[src/rtl/uart_tx_arbiter_if.sv]
// rtl/uart_tx_arbiter_if.sv - requester and UART transmitter byte handshake bundle
interface uart_tx_arbiter_if #(
  parameter int NUM_REQ = 4
);
  logic [NUM_REQ-1:0]   req_valid;
  logic [8*NUM_REQ-1:0] req_data;
  logic [NUM_REQ-1:0]   req_last;
  logic [NUM_REQ-1:0]   req_ready;
  logic [7:0]           tx_data;
  logic                 tx_valid;
  logic                 tx_ready;

  modport master (
    output req_valid, req_data, req_last, tx_ready,
    input  req_ready, tx_data, tx_valid
  );

  modport slave (
    input  req_valid, req_data, req_last, tx_ready,
    output req_ready, tx_data, tx_valid
  );
endinterface

[src/rtl/uart_tx_arbiter.sv]
// rtl/uart_tx_arbiter.sv - packet round-robin arbiter feeding one UART tx byte port
// UART_ARB_TAG_EN prefixes every packet with a header byte 8'hA0 | grant_id.
module uart_tx_arbiter #(
  parameter int NUM_REQ       = 4,
  parameter int STALL_TIMEOUT = 255,
  parameter int CNT_W         = 8,
  localparam int GW           = $clog2(NUM_REQ)
) (
  input  logic              sysclk,
  input  logic              reset,
  uart_tx_arbiter_if.slave  bus,
  output logic [GW-1:0]     grant_id,
  output logic              busy,
  output logic              timeout_o
);

  typedef enum logic [1:0] {
    ST_IDLE   = 2'd0,
    ST_STREAM = 2'd1
`ifdef UART_ARB_TAG_EN
    , ST_TAG  = 2'd2
`endif
  } state_t;

`ifdef UART_ARB_TAG_EN
  localparam state_t FIRST_ST = ST_TAG;
`else
  localparam state_t FIRST_ST = ST_STREAM;
`endif

  localparam bit               TO_EN      = (STALL_TIMEOUT > 0);
  localparam logic [CNT_W-1:0] STALL_LAST = TO_EN ? CNT_W'(STALL_TIMEOUT - 1) : '0;

  state_t           state_q, state_d;
  logic [GW-1:0]    last_grant_q;
  logic [CNT_W-1:0] stall_cnt_q;
  logic [GW-1:0]    winner, cand;
  logic             found;
  logic             any_req, streaming, g_valid, g_last, xfer, stall, to_hit, pkt_end;
  logic [7:0]       g_data;

  assign any_req   = |bus.req_valid;
  assign streaming = (state_q == ST_STREAM);
  assign g_valid   = bus.req_valid[grant_id];
  assign g_last    = bus.req_last[grant_id];
  assign g_data    = bus.req_data[{grant_id, 3'b000} +: 8];
  assign xfer      = streaming && g_valid && bus.tx_ready;
  assign stall     = streaming && !g_valid;
  // the stall that would bring the count to STALL_TIMEOUT revokes the grant this cycle
  assign to_hit    = TO_EN && stall && (stall_cnt_q == STALL_LAST);
  assign pkt_end   = (xfer && g_last) || to_hit;

  // first requesting index after the last grant, wrapping modulo NUM_REQ
  always_comb begin
    winner = last_grant_q;
    cand   = '0;
    found  = 1'b0;
    for (int i = 1; i <= NUM_REQ; i++) begin
      cand = GW'((int'(last_grant_q) + i) % NUM_REQ);
      if (!found && bus.req_valid[cand]) begin
        winner = cand;
        found  = 1'b1;
      end
    end
  end

  always_ff @(posedge sysclk) begin
    if (reset) begin
      state_q      <= ST_IDLE;
      grant_id     <= '0;
      last_grant_q <= GW'(NUM_REQ - 1);
      stall_cnt_q  <= '0;
    end else begin
      state_q <= state_d;
      if (state_q == ST_IDLE && any_req) grant_id <= winner;
      if (pkt_end) last_grant_q <= grant_id;
      if (!streaming || xfer || to_hit) stall_cnt_q <= '0;
      else if (stall && TO_EN) stall_cnt_q <= stall_cnt_q + 1'b1;
    end
  end

  always_comb begin
    state_d = state_q;
    unique case (state_q)
      ST_IDLE:   if (any_req) state_d = FIRST_ST;
`ifdef UART_ARB_TAG_EN
      ST_TAG:    if (bus.tx_ready) state_d = ST_STREAM;
`endif
      ST_STREAM: if (pkt_end) state_d = ST_IDLE;
      default:   state_d = ST_IDLE;
    endcase
  end

  always_comb begin
    bus.tx_valid  = 1'b0;
    bus.tx_data   = 8'h00;
    bus.req_ready = '0;
    busy          = 1'b0;
    timeout_o     = 1'b0;
    case (state_q)
`ifdef UART_ARB_TAG_EN
      ST_TAG: begin
        bus.tx_valid = 1'b1;
        bus.tx_data  = 8'hA0 | 8'(grant_id);
        busy         = 1'b1;
      end
`endif
      ST_STREAM: begin
        bus.tx_valid            = g_valid;
        bus.tx_data             = g_data;
        bus.req_ready[grant_id] = bus.tx_ready;
        busy                    = 1'b1;
        timeout_o               = to_hit;
      end
      default: ;
    endcase
  end

endmodule
[src/flat_wrapper.sv]
// flat-port wrapper written by rule: the top's interface ports become plain ports
module uart_tx_arbiter_flat 
#(
  parameter int NUM_REQ       = 4,
  parameter int STALL_TIMEOUT = 255,
  parameter int CNT_W         = 8,
  localparam int GW           = $clog2(NUM_REQ)
)
  (sysclk, reset, grant_id, busy, timeout_o, bus_req_valid, bus_req_data, bus_req_last, bus_tx_ready, bus_req_ready, bus_tx_data, bus_tx_valid);
  uart_tx_arbiter_if #(.NUM_REQ(NUM_REQ)) bus_i ();
  input  logic sysclk;
  input  logic reset;
  output logic [GW-1:0] grant_id;
  output logic busy;
  output logic timeout_o;
  input wire logic [$bits(bus_i.req_valid)-1:0] bus_req_valid;
  input wire logic [$bits(bus_i.req_data)-1:0] bus_req_data;
  input wire logic [$bits(bus_i.req_last)-1:0] bus_req_last;
  input wire logic [$bits(bus_i.tx_ready)-1:0] bus_tx_ready;
  output wire logic [$bits(bus_i.req_ready)-1:0] bus_req_ready;
  output wire logic [$bits(bus_i.tx_data)-1:0] bus_tx_data;
  output wire logic [$bits(bus_i.tx_valid)-1:0] bus_tx_valid;
  assign bus_i.req_valid = bus_req_valid;
  assign bus_i.req_data = bus_req_data;
  assign bus_i.req_last = bus_req_last;
  assign bus_i.tx_ready = bus_tx_ready;
  assign bus_req_ready = bus_i.req_ready;
  assign bus_tx_data = bus_i.tx_data;
  assign bus_tx_valid = bus_i.tx_valid;
  uart_tx_arbiter #(.NUM_REQ(NUM_REQ), .STALL_TIMEOUT(STALL_TIMEOUT), .CNT_W(CNT_W)) u_core (.sysclk(sysclk), .reset(reset), .bus(bus_i), .grant_id(grant_id), .busy(busy), .timeout_o(timeout_o));
endmodule
[config.mk]
export PLATFORM = sky130hd
export DESIGN_NAME = uart_tx_arbiter_flat
export DESIGN_NICKNAME = d
export VERILOG_FILES = /design/src/rtl/uart_tx_arbiter_if.sv /design/src/rtl/uart_tx_arbiter.sv /design/src/flat_wrapper.sv
export SDC_FILE = /design/constraint.sdc
export NUM_CORES = 1
export LEC_CHECK = 0
export CAP_MARGIN = 10
export CORE_MARGIN = 3
export CORE_UTILIZATION = 50
export CTS_CLUSTER_SIZE = 14
export DETAILED_ROUTE_END_ITERATION = 16
export DONT_BUFFER_PORTS = 1
export PLACE_DENSITY = 0.77
export SYNTH_ARGS = -nofsm -noshare
export SYNTH_HDL_FRONTEND = slang
export SYNTH_SLANG_ARGS = --single-unit
[constraint.sdc]
create_clock -name sysclk -period 2.6 [get_ports sysclk]
set_clock_uncertainty 0.15 [all_clocks]
set_input_delay 0.26 -clock sysclk [delete_from_list [all_inputs] [get_ports sysclk]]
set_output_delay 0.26 -clock sysclk [all_outputs]
set_load 0.02 [all_outputs]
==> impl_metrics.prom <==
# TYPE chip_impl_metric gauge
chip_impl_metric{name="detailed_place_hpwl",unit="mm"} 2.17
chip_impl_metric{name="grt_usage",unit=""} 0.208
chip_impl_metric{name="p_switching",unit="W"} 0.000170
chip_impl_metric{name="cp_data_arrival_time",unit="ns"} 1.78
chip_impl_info{name="top_usage_layer",value="met2"} 1
chip_impl_metric{name="met2_usage",unit=""} 0.388
chip_impl_metric{name="grt.met3_usage",unit=""} 0.0451
chip_impl_metric{name="max-cap-violations",unit=""} 0
chip_impl_metric{name="insertion_delay",unit="ns"} 0.28
chip_impl_info{name="criticalPathCategory",value="register to output pin"} 1
chip_impl_metric{name="synth_nets",unit=""} 167
chip_impl_metric{name="final_cell_count_no_fill",unit=""} 150
chip_impl_metric{name="report.final.hold_viol_count",unit=""} 0
chip_impl_info{name="timing.critical_path.from",value="u_core.grant_id[1]"} 1
chip_impl_metric{name="coreArea",unit="mm2"} 0.00202
chip_impl_metric{name="pwr-share-clk",unit=""} 0.252
chip_impl_metric{name="data_required_critical_path",unit="ns"} 2.19
chip_impl_info{name="synthFlopType",value="sky130_fd_sc_hd__dfxtp_1"} 1
chip_impl_metric{name="fin_crit",unit="ns"} 2.19
chip_impl_metric{name="yosysWarningCount",unit=""} 0
chip_impl_metric{name="switching_share_of_power",unit=""} 0.331
chip_impl_metric{name="cts_buffers",unit=""} 3
chip_impl_metric{name="die_area",unit="mm2"} 0.00280
chip_impl_metric{name="finish.net_count",unit=""} 169
chip_impl_metric{name="vdd_drop_max",unit="V"} 0.000275
chip_impl_metric{name="route.final.wire_length",unit="mm"} 2.68
chip_impl_metric{name="detail_route.drc_violations",unit=""} 0
chip_impl_info{name="grt_setup_unrepaired",value="false"} 1
chip_impl_metric{name="global_route_wire_length_before_repair",unit="mm"} 4.13
chip_impl_metric{name="synth_edf_count",unit=""} 0
chip_impl_metric{name="ant_diodes",unit=""} 0
chip_impl_info{name="worst_hold_path_class",value="input port to register"} 1
chip_impl_metric{name="critical_path_peak_fanout",unit=""} 9
chip_impl_metric{name="detail-route-antenna-nets",unit=""} 0
chip_impl_metric{name="finalSetupTns",unit="ns"} 0
chip_impl_metric{name="drt-pass1-iter-count",unit=""} 4
chip_impl_info{name="cts_tree",value="done"} 1
chip_impl_metric{name="grt_max_degree",unit=""} 18
chip_impl_metric{name="clockBufferDepth",unit=""} 2
chip_impl_metric{name="seq_area_frac_synth",unit=""} 0.237
chip_impl_metric{name="post-place-cells",unit=""} 145
chip_impl_metric{name="number_of_global_route_vias_before_repair",unit=""} 940
chip_impl_metric{name="io_pins",unit=""} 60
chip_impl_metric{name="setup_violations",unit=""} 0
chip_impl_info{name="outcome",value="completed"} 1
chip_impl_info{name="synth_area_leader_cell",value="sky130_fd_sc_hd__dfxtp_1"} 1
chip_impl_metric{name="synth_cell_types",unit=""} 39
chip_impl_metric{name="register_share_of_total_power",unit=""} 0.421
chip_impl_metric{name="ctsHtreeMaxLevel",unit=""} 1
chip_impl_metric{name="cts_num_sinks",unit=""} 13
chip_impl_metric{name="start_util",unit=""} 0.543
chip_impl_metric{name="die_height",unit="um"} 52.9
chip_impl_metric{name="cell_internal_pwr",unit="W"} 0.000343
chip_impl_metric{name="yosysTopAreaCellShare",unit=""} 0.237
chip_impl_metric{name="fmax",unit="MHz"} 457
chip_impl_info{name="top_area_cells_in_the_synthesized_netlist",value="sky130_fd_sc_hd__dfxtp_1 (24%), sky130_fd_sc_hd__mux4_2 (21%), sky130_fd_sc_hd__and2_1 (5.1%), sky130_fd_sc_hd__nor2_1 (4.4%), sky130_fd_sc_hd__a21oi_1 (3.2%)"} 1
chip_impl_metric{name="ys_ff_latch",unit=""} 13
chip_impl_metric{name="netlist_instances",unit=""} 122
chip_impl_info{name="end_kind",value="output pin"} 1
chip_impl_metric{name="global_route.usage.met1",unit=""} 0.213
chip_impl_metric{name="place_congestion",unit=""} 0.726
chip_impl_metric{name="async_s_r_ff_share_synth",unit=""} 0
chip_impl_metric{name="tightestPinTransition",unit="ns"} 0.677
chip_impl_metric{name="fraction_of_layout_cells_with_a_size_suffix_above_1",unit=""} 0.171
chip_impl_info{name="worstReg2RegStart",value="u_core.stall_cnt_q[0]"} 1
chip_impl_metric{name="grt_antenna_before_repair",unit=""} 0
chip_impl_metric{name="wl_per_cell",unit="um"} 17.9
chip_impl_metric{name="combPwrFrac",unit=""} 0.327
chip_impl_metric{name="total_via_count_in_the_routed_design",unit=""} 960
chip_impl_metric{name="vias_per_cell",unit=""} 6.40
chip_impl_metric{name="static-leakage-power",unit="nW"} 0.388
chip_impl_info{name="ctsRootBufferMaster",value="sky130_fd_sc_hd__clkbuf_4"} 1
chip_impl_metric{name="timing.reg2reg.setup_slack",unit="ns"} 0.56
chip_impl_metric{name="post_cts_resized",unit=""} 0
chip_impl_metric{name="timing.final.crit_share",unit=""} 0.842
chip_impl_metric{name="first_iter_violations",unit=""} 27
chip_impl_metric{name="max-slew-margin-rel",unit=""} 0.545
chip_impl_info{name="start_kind",value="register"} 1
chip_impl_metric{name="flow.area_growth_from_synthesis",unit="%"} 4.78
chip_impl_metric{name="cellPowerDensity",unit="mW/mm2"} 445
chip_impl_info{name="min-delay-start",value="reset"} 1
chip_impl_metric{name="placement_rows",unit=""} 16
chip_impl_metric{name="grt_overflow",unit=""} 0
chip_impl_info{name="synth.top_cells.by_count",value="sky130_fd_sc_hd__dfxtp_1 (13), sky130_fd_sc_hd__nor2_1 (13), sky130_fd_sc_hd__mux4_2 (10)"} 1
chip_impl_metric{name="drv_slew",unit=""} 0
chip_impl_metric{name="clk_pin_slew_worst_paths",unit="ns"} 0.08
chip_impl_metric{name="average_cell_area_after_synthesis",unit="um2"} 9.00
chip_impl_metric{name="floorplan.die.width",unit="um"} 52.9
chip_impl_metric{name="syn_area",unit="mm2"} 0.00110
chip_impl_metric{name="io_buffers",unit=""} 0
## cell type report
cell class / count / area (um2)
Sequential cell: 13 / 260
Fill cell: 182 / 871
Clock buffer: 4 / 26.3
Tap cell: 27 / 33.8
Multi-Input combinational cell: 96 / 768
Timing Repair Buffer: 6 / 47.5
Inverter: 4 / 15.0
## state kept, by name, indices dropped and copies added, names as in the netlist
signal	cells
u_core.last_grant_q	2
u_core.state_q	1
u_core.stall_cnt_q	8
u_core.grant_id	2
## layout by cell type (no fill, tap or decap), types with 2 or more instances in the layout
cell,instances
sky130_fd_sc_hd__nor2_1,13
sky130_fd_sc_hd__dfxtp_1,13
sky130_fd_sc_hd__mux4_2,10
sky130_fd_sc_hd__and2_1,9
sky130_fd_sc_hd__a21oi_1,7
sky130_fd_sc_hd__nand2_1,6
sky130_fd_sc_hd__nand2b_1,5
sky130_fd_sc_hd__o21ai_0,5
sky130_fd_sc_hd__buf_4,5
sky130_fd_sc_hd__inv_1,4
sky130_fd_sc_hd__xor2_1,4
sky130_fd_sc_hd__nand3_1,3
sky130_fd_sc_hd__nor2b_1,3
sky130_fd_sc_hd__mux2i_1,3
sky130_fd_sc_hd__clkbuf_4,3
sky130_fd_sc_hd__nor3_1,2
sky130_fd_sc_hd__and3_1,2
sky130_fd_sc_hd__o22ai_1,2
sky130_fd_sc_hd__a211o_1,2
sky130_fd_sc_hd__or3_1,2
sky130_fd_sc_hd__nand4_1,2
sky130_fd_sc_hd__ha_1,2
## timing repair
item,in CTS,in global routing
endpoints found under the hold margin,5,0
setup buffers,0,0
hold buffers,1,0
setup endpoints to repair,0,0
## stage by stage
stage	utilization	setup WS (ns)	hold WS, ns	power, W	area (um2)
6_report	0.569	0.410	0.0724	0.000512	1150
5_1_grt	0.569	0.333	0.0730	0.000536	1150
4_1_cts	0.569	0.412	0.0675	0.000513	1150
3_5_place_dp	0.551	0.577	0.184	0.000386	1110
3_3_place_gp	0.551	0.645	0.182	0.000382	1110
2_1_floorplan	-	0.346	0.179	0.000367	1100
## power groups by stage
stage / registers (W) / clock network [W] / logic (W)
after floorplan: 0.000221 / 0 / 0.000146
after global placement: 0.000219 / 0 / 0.000162
after detailed placement: 0.000220 / 0 / 0.000166
after CTS: 0.000215 / 0.000130 / 0.000168
after global routing: 0.000217 / 0.000138 / 0.000181
final: 0.000216 / 0.000129 / 0.000167
## critical path, stage by stage (launching register included)
cell                      delay (ns)
sky130_fd_sc_hd__dfxtp_1        0.36
sky130_fd_sc_hd__mux4_2         0.53
sky130_fd_sc_hd__nor2b_1        0.13
sky130_fd_sc_hd__buf_4          0.17
sky130_fd_sc_hd__and3_1         0.30
## path summary, 6_finish.rpt
check | end | depth (start not counted)
worst min-delay path | u_core.stall_cnt_q[7] | 2
worst max-delay path | timeout_o | 4
worst min register to register | u_core.stall_cnt_q[5] | 2
worst max register to register | u_core.stall_cnt_q[1] | 6
## routing by layer
| layer | vias up | routed length (um) |
|---|---|---|
| li1 | 452 | - |
| met1 | 453 | 967 |
| met2 | 48 | 1430 |
| met3 | 7 | 215 |
| met4 | 0 | 73 |
| met5 | - | 0 |
## logic make-up (layout without fill, tap and decap cells)
| logic type | count (synthesis) | count (layout) | synth area share |
|---|---|---|---|
| xor+xnor | 5 | 5 | 0.0399 |
| fa+ha+maj | 2 | 2 | 0.0228 |
| buf+inv | 13 | 14 | 0.0638 |
| simple gates | 53 | 53 | 0.270 |
| compound gates | 23 | 23 | 0.134 |
| flops | 13 | 13 | 0.237 |
| mux | 13 | 13 | 0.232 |
(Power assumes the default switching activity.)
